## config.mk

```make
export PLATFORM = sky130hd
export DESIGN_NAME = muldiv_unit
export DESIGN_NICKNAME = d
export VERILOG_FILES = /design/src/rtl/muldiv_pkg.sv /design/src/rtl/muldiv_div_core.sv /design/src/rtl/muldiv_unit.sv
export SDC_FILE = /design/constraint.sdc
export NUM_CORES = 2
export LEC_CHECK = 0
export CAP_MARGIN = 20
export CORE_UTILIZATION = 25
export DETAILED_ROUTE_END_ITERATION = 8
export MAX_ROUTING_LAYER = met4
export PLACE_DENSITY = 0.4
export SYNTH_ARGS = -nofsm -noshare
export SYNTH_HDL_FRONTEND = slang
export SYNTH_SLANG_ARGS = --single-unit
```

## constraint.sdc

```tcl
create_clock -name clk -period 10.4 [get_ports clk]
set_input_delay 2.08 -clock clk [delete_from_list [all_inputs] [get_ports clk]]
set_output_delay 2.08 -clock clk [all_outputs]
set_load 0.1 [all_outputs]
```

## src/rtl/muldiv_pkg.sv

```systemverilog
// Shared definitions for the HI/LO multiply/divide unit: operation codes,
// FSM state encoding and a two's-complement conditional-negate helper.
package muldiv_pkg;

    // Operation codes as presented by the decoder on op[1:0]
    localparam logic [1:0] MULDIV_MULT  = 2'b00;
    localparam logic [1:0] MULDIV_MULTU = 2'b01;
    localparam logic [1:0] MULDIV_DIV   = 2'b10;
    localparam logic [1:0] MULDIV_DIVU  = 2'b11;

    // Top-level FSM states
    localparam logic [2:0] ST_IDLE = 3'd0;
    localparam logic [2:0] ST_MUL  = 3'd1;
    localparam logic [2:0] ST_DIV  = 3'd2;
    localparam logic [2:0] ST_FIX  = 3'd3;
    localparam logic [2:0] ST_DONE = 3'd4;

    // Widest operand the helper handles; callers zero-extend into it and
    // truncate the result back to their own width, which keeps the
    // two's-complement result exact for any WIDTH up to this value.
    localparam int MD_MAXW = 64;
    typedef logic [MD_MAXW-1:0] md_word_t;

    // Conditional two's-complement negate: magnitude of a negative value,
    // or re-applying a sign to a magnitude.
    function automatic md_word_t md_cneg(input md_word_t x, input logic neg);
        return neg ? (~x + md_word_t'(1)) : x;
    endfunction

endpackage

```

## src/rtl/muldiv_div_core.sv

```systemverilog
// Iterative radix-2 restoring divider on unsigned WIDTH-bit operands.
// One quotient bit per cycle, MSB first; results are stable once done pulses
// and until the next start.
module div_core #(
    parameter int WIDTH = 32
) (
    input  logic             i_clk,
    input  logic             i_rst_n,
    input  logic             i_start,
    input  logic             i_flush,
    input  logic [WIDTH-1:0] i_dividend,
    input  logic [WIDTH-1:0] i_divisor,
    output logic             o_busy,
    output logic             o_done,
    output logic [WIDTH-1:0] o_quot,
    output logic [WIDTH-1:0] o_rem
);

    localparam int CW = (WIDTH > 1) ? $clog2(WIDTH) : 1;

    logic [WIDTH-1:0] r_quot;   // shifts dividend out, quotient bits in
    logic [WIDTH-1:0] r_rem;
    logic [WIDTH-1:0] r_div;
    logic [CW-1:0]    r_cnt;
    logic             r_busy;
    logic             r_done;

    // Partial remainder shifted left with the next dividend bit; one extra
    // bit so the trial subtraction's sign shows whether the divisor fits.
    logic [WIDTH:0] w_shift;
    logic [WIDTH:0] w_diff;

    assign w_shift = {r_rem, r_quot[WIDTH-1]};
    assign w_diff  = w_shift - {1'b0, r_div};

    // Load on start, then one restoring step per cycle until the counter expires
    always_ff @(posedge i_clk or negedge i_rst_n) begin
        if (!i_rst_n) begin
            r_quot <= '0;
            r_rem  <= '0;
            r_div  <= '0;
            r_cnt  <= '0;
            r_busy <= 1'b0;
            r_done <= 1'b0;
        end else begin
            r_done <= 1'b0;
            if (i_flush) begin
                r_busy <= 1'b0;
            end else if (i_start) begin
                r_quot <= i_dividend;
                r_rem  <= '0;
                r_div  <= i_divisor;
                r_cnt  <= CW'(WIDTH - 1);
                r_busy <= 1'b1;
            end else if (r_busy) begin
                r_rem  <= w_diff[WIDTH] ? w_shift[WIDTH-1:0] : w_diff[WIDTH-1:0];
                r_quot <= {r_quot[WIDTH-2:0], ~w_diff[WIDTH]};
                if (r_cnt == '0) begin
                    r_busy <= 1'b0;
                    r_done <= 1'b1;
                end else begin
                    r_cnt <= r_cnt - CW'(1);
                end
            end
        end
    end

    assign o_busy = r_busy;
    assign o_done = r_done;
    assign o_quot = r_quot;
    assign o_rem  = r_rem;

endmodule

```

## src/rtl/muldiv_unit.sv

```systemverilog
// HI/LO multiply/divide execution unit. Signed/unsigned multiply through a
// MUL_LAT-deep product pipeline (the HI/LO registers are its last stage),
// and signed/unsigned divide built on div_core with sign fix-up afterwards.
module muldiv_unit
    import muldiv_pkg::*;
#(
    parameter int WIDTH   = 32,
    parameter int MUL_LAT = 2
) (
    input  logic             clk,
    input  logic             rst,
    input  logic             start,
    input  logic [1:0]       op,
    input  logic [WIDTH-1:0] a,
    input  logic [WIDTH-1:0] b,
    input  logic             flush,
    output logic             busy,
    output logic             done,
    output logic [WIDTH-1:0] hi,
    output logic [WIDTH-1:0] lo,
    output logic             div_by_zero
);

    localparam int MCW = (MUL_LAT > 1) ? $clog2(MUL_LAT) : 1;

    logic [2:0]       r_state;
    logic [1:0]       r_op;
    logic [WIDTH-1:0] r_a;
    logic [WIDTH-1:0] r_b;
    logic [WIDTH-1:0] r_hi;
    logic [WIDTH-1:0] r_lo;
    logic             r_dbz;
    logic [MCW-1:0]   r_mcnt;

    logic             w_accept;
    logic             w_core_start;
    logic [WIDTH-1:0] w_mag_a;
    logic [WIDTH-1:0] w_mag_b;
    logic             w_core_busy;
    logic             w_core_done;
    logic [WIDTH-1:0] w_core_q;
    logic [WIDTH-1:0] w_core_r;
    logic             w_signed;
    logic [WIDTH-1:0] w_q_fix;
    logic [WIDTH-1:0] w_r_fix;
    logic [2*WIDTH-1:0] w_ea;
    logic [2*WIDTH-1:0] w_eb;
    logic [2*WIDTH-1:0] w_prod;
    logic [2*WIDTH-1:0] w_mul_out;

    // A request is taken in IDLE and in DONE (back-to-back); flush drops it
    assign w_accept = start & ~flush & ((r_state == ST_IDLE) | (r_state == ST_DONE));

    // The divider is launched straight from the input operands in the
    // accept cycle so its WIDTH steps overlap the first DIV cycle; a zero
    // divisor never starts it.
    assign w_core_start = w_accept & op[1] & (b != '0);
    assign w_mag_a = WIDTH'(md_cneg(MD_MAXW'(a), ~op[0] & a[WIDTH-1]));
    assign w_mag_b = WIDTH'(md_cneg(MD_MAXW'(b), ~op[0] & b[WIDTH-1]));

    div_core #(.WIDTH(WIDTH)) u_div (
        .i_clk      (clk),
        .i_rst_n    (rst),
        .i_start    (w_core_start),
        .i_flush    (flush),
        .i_dividend (w_mag_a),
        .i_divisor  (w_mag_b),
        .o_busy     (w_core_busy),
        .o_done     (w_core_done),
        .o_quot     (w_core_q),
        .o_rem      (w_core_r)
    );

    // Sign restoration: quotient negative when operand signs differ,
    // remainder follows the dividend.
    assign w_signed = ~r_op[0];
    assign w_q_fix  = WIDTH'(md_cneg(MD_MAXW'(w_core_q), w_signed & (r_a[WIDTH-1] ^ r_b[WIDTH-1])));
    assign w_r_fix  = WIDTH'(md_cneg(MD_MAXW'(w_core_r), w_signed & r_a[WIDTH-1]));

    // Full-width product of the latched operands, sign- or zero-extended
    assign w_ea   = {{WIDTH{w_signed & r_a[WIDTH-1]}}, r_a};
    assign w_eb   = {{WIDTH{w_signed & r_b[WIDTH-1]}}, r_b};
    assign w_prod = w_ea * w_eb;

    generate
        if (MUL_LAT > 1) begin : g_mpipe
            logic [MUL_LAT-2:0][2*WIDTH-1:0] r_mpipe;

            // Product pipeline, advanced only while a multiply is in flight
            always_ff @(posedge clk or negedge rst) begin
                if (!rst) begin
                    r_mpipe <= '0;
                end else if (r_state == ST_MUL) begin
                    r_mpipe[0] <= w_prod;
                    for (int i = 1; i < MUL_LAT - 1; i++) begin
                        r_mpipe[i] <= r_mpipe[i-1];
                    end
                end
            end

            assign w_mul_out = r_mpipe[MUL_LAT-2];
        end else begin : g_mcomb
            assign w_mul_out = w_prod;
        end
    endgenerate

    // Control FSM; also owns operand latches and the HI/LO/flag registers
    always_ff @(posedge clk or negedge rst) begin
        if (!rst) begin
            r_state <= ST_IDLE;
            r_op    <= '0;
            r_a     <= '0;
            r_b     <= '0;
            r_hi    <= '0;
            r_lo    <= '0;
            r_dbz   <= 1'b0;
            r_mcnt  <= '0;
        end else if (flush) begin
            r_state <= ST_IDLE;
        end else begin
            case (r_state)
                ST_IDLE, ST_DONE: begin
                    if (w_accept) begin
                        r_op    <= op;
                        r_a     <= a;
                        r_b     <= b;
                        r_mcnt  <= MCW'(MUL_LAT - 1);
                        r_state <= op[1] ? ST_DIV : ST_MUL;
                    end else begin
                        r_state <= ST_IDLE;
                    end
                end
                ST_MUL: begin
                    if (r_mcnt == '0) begin
                        r_hi    <= w_mul_out[2*WIDTH-1:WIDTH];
                        r_lo    <= w_mul_out[WIDTH-1:0];
                        r_dbz   <= 1'b0;
                        r_state <= ST_DONE;
                    end else begin
                        r_mcnt <= r_mcnt - MCW'(1);
                    end
                end
                ST_DIV: begin
                    if (r_b == '0) begin
                        r_hi    <= r_a;
                        r_lo    <= '1;
                        r_dbz   <= 1'b1;
                        r_state <= ST_DONE;
                    end else if (w_core_done) begin
                        r_state <= ST_FIX;
                    end
                end
                ST_FIX: begin
                    r_hi    <= w_r_fix;
                    r_lo    <= w_q_fix;
                    r_dbz   <= 1'b0;
                    r_state <= ST_DONE;
                end
                default: r_state <= ST_IDLE;
            endcase
        end
    end

    assign busy        = (r_state == ST_MUL) | (r_state == ST_DIV) | (r_state == ST_FIX) | w_core_busy;
    assign done        = (r_state == ST_DONE);
    assign hi          = r_hi;
    assign lo          = r_lo;
    assign div_by_zero = r_dbz;

endmodule

```

==> flow_summary_export.csv <==
group,metric,value,unit
status,status,"finished, final reports clean",
sta,final-max-slew-violation-count,0,
clocking,numCtsBuffers,37,
setup_path,path_max_fanout,24,
global_route,busiest_layer,"met2",
clocking,clk_pin_slew,0.06,ns
detailed_routing,ant_nets,0,
setup_path,slowest_delay,0.90,ns
logic_synthesis,yosysSeqAreaShare,13.9,%
global_route,grt-ovfl-total,0,
logic_synthesis,netlist_area,0.0543,mm²
die,die-area,0.219,mm²
clocking,cts.sinks,301,
sta,rsz0062_at_grt,"false",
setup_path,r2r_end,"g_mpipe.r_mpipe[56]$_DFFE_PN0P_",
setup_path,r2r_slack,1.07,ns
run,maxCapViolations,0,
clocking,cts_tree,"built",
detailed_routing,drc,0,
logic_synthesis,synth_ff_type,"dfrtp_1",
global_route,track_usage,18.4,%
detailed_routing,drt_wl_total,192,mm
setup_path,regToRegStartpoint,"r_b[7]$_DFFE_PN0P_",
global_route,gr-usage-met1,23.3,%
clocking,clk_latency,0.59,ns
final_layout,final_nets,7412,
clocking,clock-root-buffer,"clkbuf_16",
sta,period_share,89.7,%
logic_synthesis,synth-edff-count,0,
sta,timing.fmax,107,MHz
setup_path,crit_start,"r_b[7]$_DFFE_PN0P_",
setup_path,crit_path_frequent_cell,"fa_1",
placement,hpwl,156,mm
logic_synthesis,synth_fa_ha_area_share,47.3,%
logic_synthesis,synth_compound_area_share,8.01,%
hold_path,hold_path.class,"reg2reg",
die,initial_utilization,25.2,%
detailed_routing,wl_per_cell,21.7,µm
clocking,htree_levels,2,
logic_synthesis,synthXorXnorAreaFrac,3.50,%
die,die_y,468,µm
final_layout,areaGrowthSynthToFinish,11.1,%
setup_path,crit_path_end,"g_mpipe.r_mpipe[56]$_DFFE_PN0P_",
setup_path,slowest_stage,"dfrtp_1",
setup_path,cp-end-kind,"register",
logic_synthesis,yosysTopAreaCellShare,41.5,%
clocking,cts_resized,0,
logic_synthesis,yosysTopAreaCell,"fa_1",
sta,finalCriticalPeriod,9.33,ns
logic_synthesis,async_flop_share,100,%
setup_path,criticalPathCategory,"reg2reg",
global_route,grt_start_max_net_pins,92,
die,ioPinCount,137,
placement,io_buffers,136,
sta,clock-skew-final,0.0211,ns
logic_synthesis,synthTopCellsByArea,"fa_1, dfrtp_1, inv_1",
global_route,grt_use_met2,32.5,%
sta,relSlewSlack,22.5,%
logic_synthesis,synth_warnings,0,
detailed_routing,drtIter0Drc,2321,
sta,setup-tns-final,0,ns
final_layout,mostFrequentLayoutCell,"inv_1",
setup_path,required,10.86,ns
clocking,cts-hold-fix-buffers,0,
logic_synthesis,synthDistinctLibCells,81,
sta,worst_slew_pin_slew,1.16,ns
setup_path,cp_top_family,"adder cells",
setup_path,start_kind,"register",
final_layout,mostFrequentLayoutCells,"inv_1, fa_1, nand2_1",
logic_synthesis,synth_fp_nets,7479,
detailed_routing,via_count,40600,
logic_synthesis,netlist_instances,6032,
die,row_count,170,
global_route,first_global_vias,43900,
sta,setup_viol,0,
global_route,grt_use_met3,1.24,%
setup_path,path_depth,27,
placement,place.gp.congestion,0.904,
setup_path,arrival,9.79,ns
global_route,antenna_found_initial,7,
die,die_x,468,µm
setup_path,reg2reg_depth,27,
logic_synthesis,yosys.area_share.simple,15.3,%
logic_synthesis,synth_seq_cells,301,
setup_path,path_buf_inv,6,
logic_synthesis,syn_area_per_cell,9.01,µm²
detailed_routing,dr.pass1.iters,5,
final_layout,final_layout_size_suffix_gt1_share,5.22,%
sta,hold_viol,0,
detailed_routing,drt-vias-per-instance,4.60,
clocking,clockBufferDepth,3,
clocking,cts_setup_buffers,0,
die,core-area,0.215,mm²
logic_synthesis,synth_top_family_by_area,"adder cells",
logic_synthesis,synthMuxAreaShare,1.53,%
global_route,grt_pass1_wl,292,mm
per-stage QoR:
stage | utilization, % | cells | setup WS, ns | hold slack, ns | instance area (µm²)
detailed placement | 27.4 | 8762 | 1.07 | 0.464 | 59100
CTS | 28.0 | 8827 | 1.06 | 0.479 | 60300
global placement | 27.4 | 8756 | 1.13 | 0.458 | 58900
floorplan | - | 6032 | 1.70 | 0.439 | 54300
global route | 28.0 | 8829 | 0.611 | 0.502 | 60400
finish | 28.1 | 8834 | 1.07 | 0.469 | 60400
registers in the layout, summed over array words and instances, names as in the netlist, 5 cells and up:
register,cells
u_div.r_cnt,5
g_mpipe.r_mpipe,64
u_div.o_rem,32
r_a,32
u_div.r_div,32
u_div.o_quot,32
lo,32
hi,32
r_b,32
worst reg2reg max path, stage by stage (launching register included):
cell and delay, ns:
dfrtp_1 0.90, buf_4 0.52, nand2_1 0.16, fa_1 0.55, inv_1 0.06, fa_1 0.45, fa_1 0.55, inv_1 0.05
fa_1 0.47, inv_1 0.05, fa_1 0.48, fa_1 0.50, fa_1 0.49, inv_1 0.05, fa_1 0.53, inv_1 0.06
ha_1 0.37, a21oi_1 0.30, o21ai_0 0.31, a221o_1 0.41, a221oi_1 0.40, o31ai_2 0.22, a31o_2 0.32, a31oi_1 0.36
nand4bb_1 0.21, a21oi_1 0.08, o21ai_0 0.27, nand2_1 0.10
cells in the mapped netlist (10+ instances only):
master / instances
a211oi_1: 32
a21o_1: 41
a21oi_1: 203
a221oi_1: 10
a31oi_1: 57
and2_1: 377
and3_1: 12
buf_1: 15
clkbuf_1: 353
dfrtp_1: 301
fa_1: 1126
ha_1: 251
inv_1: 1138
mux2_2: 65
mux2i_1: 10
nand2_1: 1015
nand2b_1: 22
nand3_1: 24
nand4_1: 14
nor2_1: 234
nor2b_1: 14
nor3_1: 37
nor4_1: 26
o211ai_1: 17
o21ai_0: 221
o21bai_1: 16
o22ai_1: 25
o31ai_1: 17
or2_2: 12
or3_1: 14
or4_1: 12
xnor2_1: 125
xor2_1: 92
metal layers:
metal	wire, µm	up-vias
met2	99900	738
met1	83100	21600
met3	6030	148
met4	3000	0
li1	-	18100
met5	0	-
logic make-up (layout without fill, tap and decap cells):
logic type,count (synthesis),in the layout
other cells,0,5
fa+ha+maj,1377,1377
xor+xnor,217,217
flops,301,301
buf+inv,1517,1476
simple gates,1831,1831
mux,75,75
compound gates,714,714
worst min-delay path by stage:
stage                               startpoint                              end  slack [ns]  cells after the start
3_5_place_dp   g_mpipe.r_mpipe[22]$_DFFE_PN0P_  g_mpipe.r_mpipe[22]$_DFFE_PN0P_        0.46                      2
2_1_floorplan  g_mpipe.r_mpipe[56]$_DFFE_PN0P_  g_mpipe.r_mpipe[56]$_DFFE_PN0P_        0.44                      2
3_3_place_gp   g_mpipe.r_mpipe[22]$_DFFE_PN0P_  g_mpipe.r_mpipe[22]$_DFFE_PN0P_        0.46                      2
6_report       g_mpipe.r_mpipe[22]$_DFFE_PN0P_  g_mpipe.r_mpipe[22]$_DFFE_PN0P_        0.47                      2
4_1_cts         g_mpipe.r_mpipe[8]$_DFFE_PN0P_   g_mpipe.r_mpipe[8]$_DFFE_PN0P_        0.48                      2
5_1_grt         g_mpipe.r_mpipe[6]$_DFFE_PN0P_   g_mpipe.r_mpipe[6]$_DFFE_PN0P_        0.50                      2
cell type report:
cell class | instances | area, µm²
Timing Repair Buffer | 272 | 2560
Clock inverter | 13 | 159
Clock buffer | 52 | 1100
Tap cell | 2838 | 3550
Antenna cell | 5 | 12.5
Sequential cell | 301 | 7540
Inverter | 1139 | 4280
Fill cell | 23200 | 155000
Multi-Input combinational cell | 4214 | 41200
Power is not shown: default switching activity piles up to over one toggle a cycle in this logic, so the estimate is an artifact.
